[src/rtl/dest_pattern_gen.sv]
// Destination/stimulus generator feeding vgaController: prescaled count-up, ping-pong,
// manual-step and Galois-LFSR sequencing with hold/enable control and status pulses.
//
// sim_state | meaning
// ----------+-------------------------------------------
// 00        | stopped (en low)
// 01        | ascending (count-up, manual, ping-pong up)
// 10        | descending (ping-pong down)
// 11        | random (LFSR)
module dest_pattern_gen #(
    parameter int               WIDTH    = 8,
    parameter int               DIV_W    = 24,
    parameter int               MAX_DEST = 9,
    parameter logic [WIDTH-1:0] TAPS     = 8'hB8,
    parameter logic [WIDTH-1:0] SEED     = 8'h01
) (
    input  logic             clk,
    input  logic             rst,
    input  logic             en,
    input  logic             hold,
    input  logic [1:0]       mode,
    input  logic [DIV_W-1:0] div,
    input  logic             step_in,
    output logic [WIDTH-1:0] destination,
    output logic [1:0]       sim_state,
    output logic             adv_pulse,
    output logic             wrap_pulse
);

    localparam logic [1:0] MODE_COUNT  = 2'b00;
    localparam logic [1:0] MODE_PING   = 2'b01;
    localparam logic [1:0] MODE_MANUAL = 2'b10;
    localparam logic [1:0] MODE_LFSR   = 2'b11;

    localparam logic [1:0] ST_STOP = 2'b00;
    localparam logic [1:0] ST_UP   = 2'b01;
    localparam logic [1:0] ST_DOWN = 2'b10;
    localparam logic [1:0] ST_RAND = 2'b11;

    localparam logic [WIDTH-1:0] ONE      = WIDTH'(1);
    localparam logic [WIDTH-1:0] MAX_V    = WIDTH'(MAX_DEST);
    // An all-zero LFSR would lock up, so a zero seed is promoted to 1.
    localparam logic [WIDTH-1:0] SEED_EFF = (SEED == '0) ? ONE : SEED;

    logic [DIV_W-1:0] presc;
    logic [WIDTH-1:0] lfsr;
    logic             dir_down;
    logic             step_q;

    logic             presc_hit;
    logic             adv;
    logic [WIDTH-1:0] lfsr_next;

    logic [WIDTH-1:0] cnt_dest;
    logic             cnt_wrap;
    logic             cnt_force;

    logic [WIDTH-1:0] pp_dest;
    logic             pp_up;
    logic             pp_wrap;
    logic             pp_force;
    logic             pp_dir_down;

    // A ">=" compare means lowering div mid-count fires on the next cycle instead of being missed.
    assign presc_hit = (div <= DIV_W'(1)) || (presc >= div - DIV_W'(1));
    assign adv       = (mode == MODE_MANUAL) ? (step_in & ~step_q) : presc_hit;
    assign lfsr_next = (lfsr >> 1) ^ (lfsr[0] ? TAPS : '0);

    always_comb begin
        cnt_dest  = destination + ONE;
        cnt_wrap  = 1'b0;
        cnt_force = 1'b0;
        if (destination > MAX_V) begin
            cnt_dest  = '0;
            cnt_force = 1'b1;
        end else if (destination == MAX_V) begin
            cnt_dest = '0;
            cnt_wrap = 1'b1;
        end
    end

    // Direction flips on the step that reaches an end, so sim_state shows the step just taken.
    always_comb begin
        pp_dest     = '0;
        pp_up       = 1'b1;
        pp_wrap     = 1'b0;
        pp_force    = 1'b0;
        pp_dir_down = 1'b0;
        if (destination > MAX_V) begin
            pp_force = 1'b1;
        end else if (MAX_V == '0) begin
            pp_wrap = 1'b1;
        end else begin
            pp_up       = dir_down ? (destination == '0) : (destination != MAX_V);
            pp_dest     = pp_up ? destination + ONE : destination - ONE;
            pp_wrap     = (pp_dest == MAX_V) || (pp_dest == '0);
            pp_dir_down = (pp_dest == MAX_V) ? 1'b1 : ((pp_dest == '0) ? 1'b0 : ~pp_up);
        end
    end

    always_ff @(posedge clk) begin
        if (rst) begin
            destination <= '0;
            lfsr        <= SEED_EFF;
            dir_down    <= 1'b0;
            presc       <= '0;
            step_q      <= 1'b0;
            sim_state   <= ST_STOP;
            adv_pulse   <= 1'b0;
            wrap_pulse  <= 1'b0;
        end else begin
            step_q     <= step_in;
            adv_pulse  <= 1'b0;
            wrap_pulse <= 1'b0;
            if (!en) begin
                presc     <= '0;
                sim_state <= ST_STOP;
            end else if (!hold) begin
                if (mode == MODE_MANUAL || adv) presc <= '0;
                else                            presc <= presc + DIV_W'(1);
                case (mode)
                    MODE_COUNT, MODE_MANUAL: begin
                        sim_state <= ST_UP;
                        if (adv) begin
                            destination <= cnt_dest;
                            wrap_pulse  <= cnt_wrap;
                            adv_pulse   <= 1'b1;
                            if (cnt_force) dir_down <= 1'b0;
                        end
                    end
                    MODE_PING: begin
                        if (adv) begin
                            destination <= pp_dest;
                            dir_down    <= pp_dir_down;
                            wrap_pulse  <= pp_wrap;
                            adv_pulse   <= 1'b1;
                            sim_state   <= (pp_up || pp_force) ? ST_UP : ST_DOWN;
                        end else if (sim_state == ST_STOP || sim_state == ST_RAND) begin
                            sim_state <= dir_down ? ST_DOWN : ST_UP;
                        end
                    end
                    default: begin
                        sim_state <= ST_RAND;
                        if (adv) begin
                            lfsr        <= lfsr_next;
                            destination <= lfsr_next;
                            wrap_pulse  <= (lfsr_next == SEED_EFF);
                            adv_pulse   <= 1'b1;
                        end
                    end
                endcase
            end
        end
    end

endmodule

[config.mk]
export PLATFORM = sky130hd
export DESIGN_NAME = dest_pattern_gen
export DESIGN_NICKNAME = d
export VERILOG_FILES = /design/src/rtl/dest_pattern_gen.sv
export SDC_FILE = /design/constraint.sdc
export NUM_CORES = 1
export LEC_CHECK = 0
export CAP_MARGIN = 10
export CORE_ASPECT_RATIO = 1.2
export CORE_MARGIN = 4
export CORE_UTILIZATION = 45
export DETAILED_ROUTE_END_ITERATION = 10
export HOLD_SLACK_MARGIN = 0.06
export PLACE_DENSITY = 0.79
export SLEW_MARGIN = 20
export SYNTH_ARGS = -nofsm -noshare
export SYNTH_HDL_FRONTEND = slang
export SYNTH_SLANG_ARGS = --single-unit
[constraint.sdc]
create_clock -name clk -period 9.6 [get_ports clk]
set_clock_uncertainty 0.1 [all_clocks]
set_input_delay 0.96 -clock clk [delete_from_list [all_inputs] [get_ports clk]]
set_output_delay 0.96 -clock clk [all_outputs]
set_load 0.01 [all_outputs]
* Yosys cells after proc, flatten, opt, wreduce, memory -nomap -nowiden
Cells that the tools add are included.
** Operators by class
- $add $sub $neg :: 4
- Order comparisons :: 3
- Eq/ne operators :: 11
- Mux-type cells :: 34
- Bitwise gates (word level) :: 7
- Reduce and logical (&&, ||, !) cells :: 18
** Operators with widths (number)
- $mux W8 :: 8
- $add A24 B1 Y24 const B :: 1
- $ge A24 B24 Y1 :: 1
- $le A24 B1 Y1 const B :: 1
- $mux W24 :: 1
- $sub A24 B1 Y24 const B :: 1
- $mux W1 :: 17
- $eq A8 B4 Y1 const B :: 2
- $logic_not A8 Y1 :: 2
- $pmux W8 S2 :: 1
- $add A8 B1 Y8 const B :: 1
- $eq A8 B1 Y1 const B :: 1
- $gt A8 B4 Y1 const B :: 1
- $mux W2 :: 4
- $ne A8 B4 Y1 const B :: 1
- $sub A8 B1 Y8 const B :: 1
- $xor A7 B8 Y8 :: 1
- $ne A2 B2 Y1 const B :: 3
- $reduce_and A6 Y1 :: 1
- $reduce_or A3 Y1 :: 2
- $logic_or A1 B1 Y1 :: 5
- $not A1 Y1 :: 5
- $eq A2 B2 Y1 const B :: 2
- $logic_not A2 Y1 :: 2
- other kinds (10) :: 12
** Word-level totals
- Flip-flop bits (word level) :: 46
- Output and inout port bits :: 12
- Word-level logic and storage cells :: 85

* Logic depth before layout (Yosys ltp)
- Word-level depth :: 9
- Depth in mapped cells :: 17
- Depth with buffers taken out :: 15

* Worst setup path after synthesis
Ideal clock, no wire load.
- Kind :: input-to-reg
- Start :: in div[3]
- End :: reg presc[4]
- Library setup time :: 115 ps
- Arrival time :: 3932 ps
- Data required time :: 9385 ps
- Slack :: 5453 ps
- Cell stages on the path :: 15
- Cell sequence :: nor4_1 > nor3b_2 > nand2_1 > nor4_1 > xnor2_1 > ha_1 > nand4_1 > or2_0 > a2111oi_0 > o31ai_2 > and2_1 > buf_6 > o21ai_4 > buf_6 > nor2_1
** Between the ends
- Word-level cells in the longest chain between the ends :: 6
- Elaborated cells between the ends (all ways) :: 7
- Classes of those cells :: add/sub (1); order compare (2); mux (2); reduce/logical (2)
** Ends and longest elaborated chain
- from (decl) :: RTL line 22 : input logic [DIV_W-1:0] div,
- $sub A24 B1 Y24 :: RTL line 65 : assign presc_hit = (div <= DIV_W'(1)) || (presc >= div - DIV_W'(1));
- $ge A24 B24 Y1 :: RTL line 65
- $logic_or A1 B1 Y1 (*) :: RTL line 65
- $mux W1 (*) :: RTL line 66 : assign adv = (mode == MODE_MANUAL) ? (step_in & ~step_q) : presc_hit;
- $logic_or A1 B1 Y1 (*) :: RTL line 119 : if (mode == MODE_MANUAL || adv) presc <= '0;
- $mux W24 (*) :: RTL line 119
- to (signal assigned) :: RTL line 120 : else presc <= presc + DIV_W'(1);
- to (decl) :: RTL line 45 : logic [DIV_W-1:0] presc;
Mark *: on every way between the ends. The rest lies on a longest branch, timed or not.
A chain may end at the register's enable or synchronous reset.

* Worst setup path after layout
- Start :: in div[2]
- End :: reg lfsr[6]
** Between the ends
- Word-level cells in the longest chain between the ends :: 5
- Elaborated cells between the ends (all ways) :: 6
- Classes of those cells :: add/sub (1); order compare (2); mux (1); reduce/logical (2)
** Ends and longest elaborated chain
- $sub A24 B1 Y24 :: RTL line 65
- $ge A24 B24 Y1 :: RTL line 65
- $logic_or A1 B1 Y1 (*) :: RTL line 65
- $mux W1 (*) :: RTL line 66
- $reduce_and A4 Y1 (no source line) (*)
- to (signal assigned) :: RTL line 145 : lfsr <= lfsr_next;
- to (decl) :: RTL line 46 : logic [WIDTH-1:0] lfsr;
Marks and branches as above.

==> qor.csv <==
stage,metric,value,unit
yosys,Synthesized Nets,489,
yosys,#FFs+latches synth,46,
placement,RD Place Congestion,0.9475,
yosys,Netlist cell types,67,
placement,Inst Count DP,546,
yosys,"Primary FF master, synth",dfxtp_1,
worst_setup_path,critical path class,in2reg,
yosys,compound-gate portion of the synthesized area,16.09,%
routing,Via Count,3168,
placement,Post-DP HPWL,6528,um
yosys,Simple-Gate Fraction of Synth Area,28.13,%
cells_and_area,final core occ,52.78,%
floorplan,height of the die,105.3,um
floorplan,Rows,35,
global_route,Total GRT Usage,18.24,%
clock_tree,CTS Sinks,46,
clock_tree,Num CTS Buffers,5,
worst_setup_path,slowest CP cell,a211oi_2,
clock_tree,Resize count post-CTS,0,
power_and_ir_drop,Clk pwr share,30.7,%
routing,DRT antenna net count,0,
clock_tree,Post-CTS Hold Fix Bufs,0,
global_route,initial antenna violation count,0,
power_and_ir_drop,Seq pwr share,52.7,%
routing,Initial DRC Count,149,
cells_and_area,ant diodes,0,
status,outcome,finished clean,
floorplan,Initial Util,46.10,%
power_and_ir_drop,Leak,1.452,nW
clock_tree,setup repair bufs after CTS,0,
timing,Final setup viols,0,
timing,max-slew violations,0,
global_route,vias in the first global route,3143,
power_and_ir_drop,peak supply drop,53.89,uV
worst_setup_path,Crit. End Element,flip-flop,
yosys,Avg Inst Size Synth,8.302,um^2
power_and_ir_drop,Internal,270.3,uW
worst_setup_path,Critical Path AT,5270,ps
yosys,Synth warnings,0,
clock_tree,Clock Path Buffers,2,
placement,worst slack at placement,4050,ps
timing,Final period util,54.28,%
floorplan,Boundary Pins,43,
timing,"Worst Setup Slack, final",4389,ps
routing,drt drc,0,
timing,Worst Max-Slew Pin Slew,886.4,ps
clock_tree,"Reg clk slew, reported paths",80,ps
floorplan,Die Width,89.12,um
yosys,Post-Synth XOR/XNOR Area,13.20,%
routing,DR vias/cell,5.729,
power_and_ir_drop,PD cells,91.01,nW/um^2
job,Max-Cap Viols,0,
routing,Routed WL,8340,um
cells_and_area,share of layout cells above drive strength 1,6.291,%
yosys,sequential-to-total area share from yosys stat,25.92,%
worst_setup_path,CP startpoint kind,input pin,
worst_setup_path,"Top cell by count, worst path",nor4_1,
cells_and_area,Post-Layout Cell Count,553,
placement,IO buf count,42,
global_route,largest net degree at the start of global routing,24,
floorplan,Core ar.,7707,um^2
timing,fmax,191.9,MHz
cells_and_area,# nets final,522,
worst_setup_path,worst stage delay on the critical path,800,ps
power_and_ir_drop,Net Switching,99.87,uW
cells_and_area,area delta synth->final,14.47,%
worst_setup_path,Critical Path RT,9660,ps
yosys,largest family of logic cells by synthesized area,simple AND/OR/NAND/NOR gates,
worst_setup_path,CP Buf/Inv Count,1,
yosys,cell count after synthesis,428,
timing,Sum Neg Setup Slack,0,ps
cells_and_area,most frequent cells in the layout,"nor2_1 (49), dfxtp_1 (46), clkdlybuf4s50_1 (42)",
clock_tree,Worst-Skew Late Latency,300,ps
worst_setup_path,maximum fanout along the worst path,11,
timing,Final Critical Period,5211,ps
global_route,gr ovfl total,0,
yosys,Post-synth EDFFs,0,
routing,Wirelength per Cell,15.08,um
timing,relative slew slack,40.80,%
worst_setup_path,CP cell instances,clkdlybuf4s50_1 -> nor4_1 -> nor3b_2 -> nand2_1 -> nor4_1 -> xnor2_1 -> ha_1 -> nand4_1 -> or2_0 -> a2111oi_0 -> o31ai_2 -> a211oi_2 -> mux2i_1 -> nor2_1,
floorplan,die area,9388,um^2
timing,RSZ-0062 raised after global routing,no,
routing,first drt pass iteration count,4,
timing,Fin. Hold Viols,0,
power_and_ir_drop,Switching Fraction,26.98,%
clock_tree,H-tree levels,2,
yosys,Synth Area in Adders,10.56,%
yosys,ys async rst share,0,%
worst_setup_path,Crit path max-delay family,simple AND/OR/NAND/NOR gates,
clock_tree,CTS Root Cell,clkbuf_8,
timing,hold slack final,416.1,ps
yosys,post-synthesis mux area share,2.007,%
yosys,Mapped Area,3553,um^2
power_and_ir_drop,combinational share of power,16.6,%
worst_hold_path,worst hold path class,reg2reg,
clock_tree,CTS tree,yes,
cells_and_area,"most common cell after layout, fill and taps aside",nor2_1,
global_route,first-pass GRT wire length,14030,um
==> through the flow <==
stage | power, mW | area (um^2)
6_report | 0.3702 | 4068
4_1_cts | 0.3724 | 4068
2_1_floorplan | 0.2350 | 3553
3_5_place_dp | 0.2603 | 3989
5_1_grt | 0.3852 | 4068
3_3_place_gp | 0.2593 | 3989
==> path summary, 6_finish.rpt <==
path | endpoint | slack, ps | startpoint | cells past startpoint
worst max-delay path | lfsr[6]$_SDFFE_PP0P_ | 4390 | div[2] | 14
worst min register to register | lfsr[4]$_SDFFE_PP0P_ | 420 | lfsr[4]$_SDFFE_PP0P_ | 2
worst min-delay path | lfsr[4]$_SDFFE_PP0P_ | 420 | lfsr[4]$_SDFFE_PP0P_ | 2
worst max register to register | lfsr[6]$_SDFFE_PP0P_ | 6460 | presc[14]$_SDFFE_PP0N_ | 8
==> logic make-up after synthesis <==
logic type | after synthesis
buffers and inverters | 28
muxes | 7
and+or+nand+nor | 186
xor gates and xnor gates | 52
adders and majority gates | 30
DFF | 46
AOI/OAI and AO/OA | 79
==> layout make-up <==
| class | instances | area, um^2 |
|---|---|---|
| well taps | 92 | 115.1 |
| flip-flops and latches | 46 | 920.9 |
| fillers | 726 | 3640 |
| clock buffers | 5 | 68.82 |
| multi-input cells | 354 | 2487 |
| clock inverters | 2 | 10.01 |
| inverters | 12 | 45.04 |
| repair buffers | 42 | 420.4 |
==> per-layer routing <==
metal,wire length (um),vias to the layer above,global-route usage [%]
met2,4114,75,30.93
met3,404,17,3.049
met1,3650,1483,23.08
met5,0,-,0
li1,-,1593,-
met4,170,0,5.745
==> state kept, by name, summed over array words and instances, names as in the netlist <==
name,count
presc,24
sim_state,2
step_q,1
wrap_pulse,1
dir_down,1
lfsr,8
adv_pulse,1
destination,8
==> power groups by stage <==
stage	sequential (mW)	combinational (mW)	clock, mW
after floorplan	0.199	0.0364	0
after global placement	0.199	0.0598	0
after detailed placement	0.200	0.0608	0
after CTS	0.195	0.0615	0.116
after global routing	0.195	0.0676	0.122
final	0.195	0.0614	0.114
==> cells in the mapped netlist (6+ instances only) <==
cell       n  area, um^2
and2_1     7       43.79
ha_1      30       375.4
nand2_1   41       153.9
nor3_1    17       85.08
mux2i_1    6       60.06
o21ai_0   10       50.05
xnor2_1   24       210.2
nor2_1    49       183.9
xor2_1    27       236.5
inv_1     12       45.04
dfxtp_1   46       920.9
nor2b_1    6       37.54
a21oi_1   25       125.1
clkbuf_1   6       22.52
nand3_1   11       55.05
nand3b_1   6       45.04
==> tightest hold or removal path, cell delays in order (launching register included) <==
cell	delay, ps
dfxtp_1	340
nand2b_1	80
a21oi_1	60
No activity file was read; power rests on OpenSTA's default activity.
==> variant, RTL diff (same settings) <==
`DIV_W`: 24 -> 16.
--- a/src/rtl/dest_pattern_gen.sv
+++ b/src/rtl/dest_pattern_gen.sv
@@ -9,7 +9,7 @@
 // 11        | random (LFSR)
 module dest_pattern_gen #(
     parameter int               WIDTH    = 8,
-    parameter int               DIV_W    = 24,
+    parameter int               DIV_W    = 16,
     parameter int               MAX_DEST = 9,
     parameter logic [WIDTH-1:0] TAPS     = 8'hB8,
     parameter logic [WIDTH-1:0] SEED     = 8'h01
Ports: changed (resized div); port bits go from 43 to 35. No check against the original RTL was run, so the function may have changed too.
==> variant against the unedited design <==
Total power shrank 9.3%; hold slack lost 6.3 ps; count of clock-buffer cells in the layout is the same; first-iteration DRC count shrank 22%; routed wire length shrank 20%; final area shrank 17%; setup slack gained 380 ps; critical path depth is the same; synthesized area shrank 19%; sequential cell count shrank 8; via count shrank 19%.
==> variant: results (changes against the unedited design) <==
DPL Wire Length 5220 um (was 6530 um); largest net degree at the start of global routing 21 (was 24); port bufs 34 (was 42); first-pass GRT wire length 11,400 um (was 14,000 um); status complete, no violations (unchanged); P_comb 0.0434 mW (was 0.0614 mW); Worst-Margin Slew 1010 ps (was 886 ps); Hold EP presc[1]$_SDFFE_PP0N_ (was lfsr[4]$_SDFFE_PP0P_); placed cell count 457 (was 546); R2R setup slack 6440 ps (was 6460 ps); hold wc startpoint presc[1]$_SDFFE_PP0N_ (was lfsr[4]$_SDFFE_PP0P_); Pleak 1.30 nW (was 1.45 nW); layout cells sized above 1 6.53% (was 6.29%); Synth Net Count 400 (was 489); pre-CTS WS 4400 ps (was 4050 ps); GRT Total Usage 18.1% (was 18.2%); post-synthesis sequential area ratio 26.5% (was 25.9%); Cell Pwr Density 99.8 nW/um^2 (was 91.0 nW/um^2); WL/cell 14.3 um (was 15.1 um); Cell variety after synth 55 (was 67); initial drt markers 116 (was 149); top area cells in the synthesized netlist dfxtp_1 (27%), ha_1 (10%), nor2_1 (6.7%) (was dfxtp_1 (26%), ha_1 (11%), xor2_1 (6.7%)); Int Pwr 0.256 mW (was 0.270 mW); worst r2r dst wrap_pulse$_SDFF_PP0_ (was lfsr[6]$_SDFFE_PP0P_); Max IR drop VDD 0.0900 mV (was 0.0539 mV); DP Area 3250 um^2 (was 3990 um^2)
[variant: layout make-up]
type	count	area (um^2)
clock inverter	3	40.0
clock buffer	5	68.8
timing repair buffer	34	340
sequential	38	761
tap	82	103
fill	585	2760
multi-input combinational	289	2000
inverter	14	52.6
[variant: cells by family after synthesis]
logic type / count (synthesis) / synth area share (%)
compound gates: 63 / 15.1
flops: 38 / 26.5
simple gates: 154 / 28.4
buf+inv: 27 / 3.92
mux: 12 / 4.75
fa+ha+maj: 23 / 10.0
xor+xnor: 37 / 11.3
[variant: worst max-delay path: stages]
cell and delay [ps]:
clkdlybuf4s50_1 480, or4_4 580, nor3_4 190, nand3_1 120
nor4_1 250, xnor2_1 110, ha_1 300, nand4_1 130
nor4_1 280, o31ai_1 130, o211ai_1 260, nor2_1 140
o21bai_1 820, nor2_1 120
[variant: per-layer routing]
layer / up-vias / GRT usage, % / wire length (um)
met3: 4 / 2.84 / 242
met2: 51 / 33.6 / 3500
met5: - / 0 / 0
met4: 0 / 4.08 / 23
met1: 1206 / 21.6 / 2900
li1: 1318 / - / -
[variant: worst max-delay path by stage]
stage                      start                          end  slack (ps)  depth (start not counted)
after global placement    div[6]  destination[4]$_SDFFE_PP0P_        4470                         14
final                     div[6]        presc[2]$_SDFFE_PP0N_        4770                         14
after global routing      div[6]        presc[2]$_SDFFE_PP0N_        4440                         14
after floorplan           div[7]         lfsr[0]$_SDFFE_PP1P_        5530                         13
after detailed placement  div[6]  destination[4]$_SDFFE_PP0P_        4400                         14
after CTS                 div[6]  destination[4]$_SDFFE_PP0P_        4710                         14
[variant: per-stage QoR]
stage          hold WS, ps  util [%]
2_1_floorplan          371         -
3_3_place_gp           396      53.1
3_5_place_dp           396      53.1
4_1_cts                409      54.9
5_1_grt                440      54.9
6_report               410      54.9
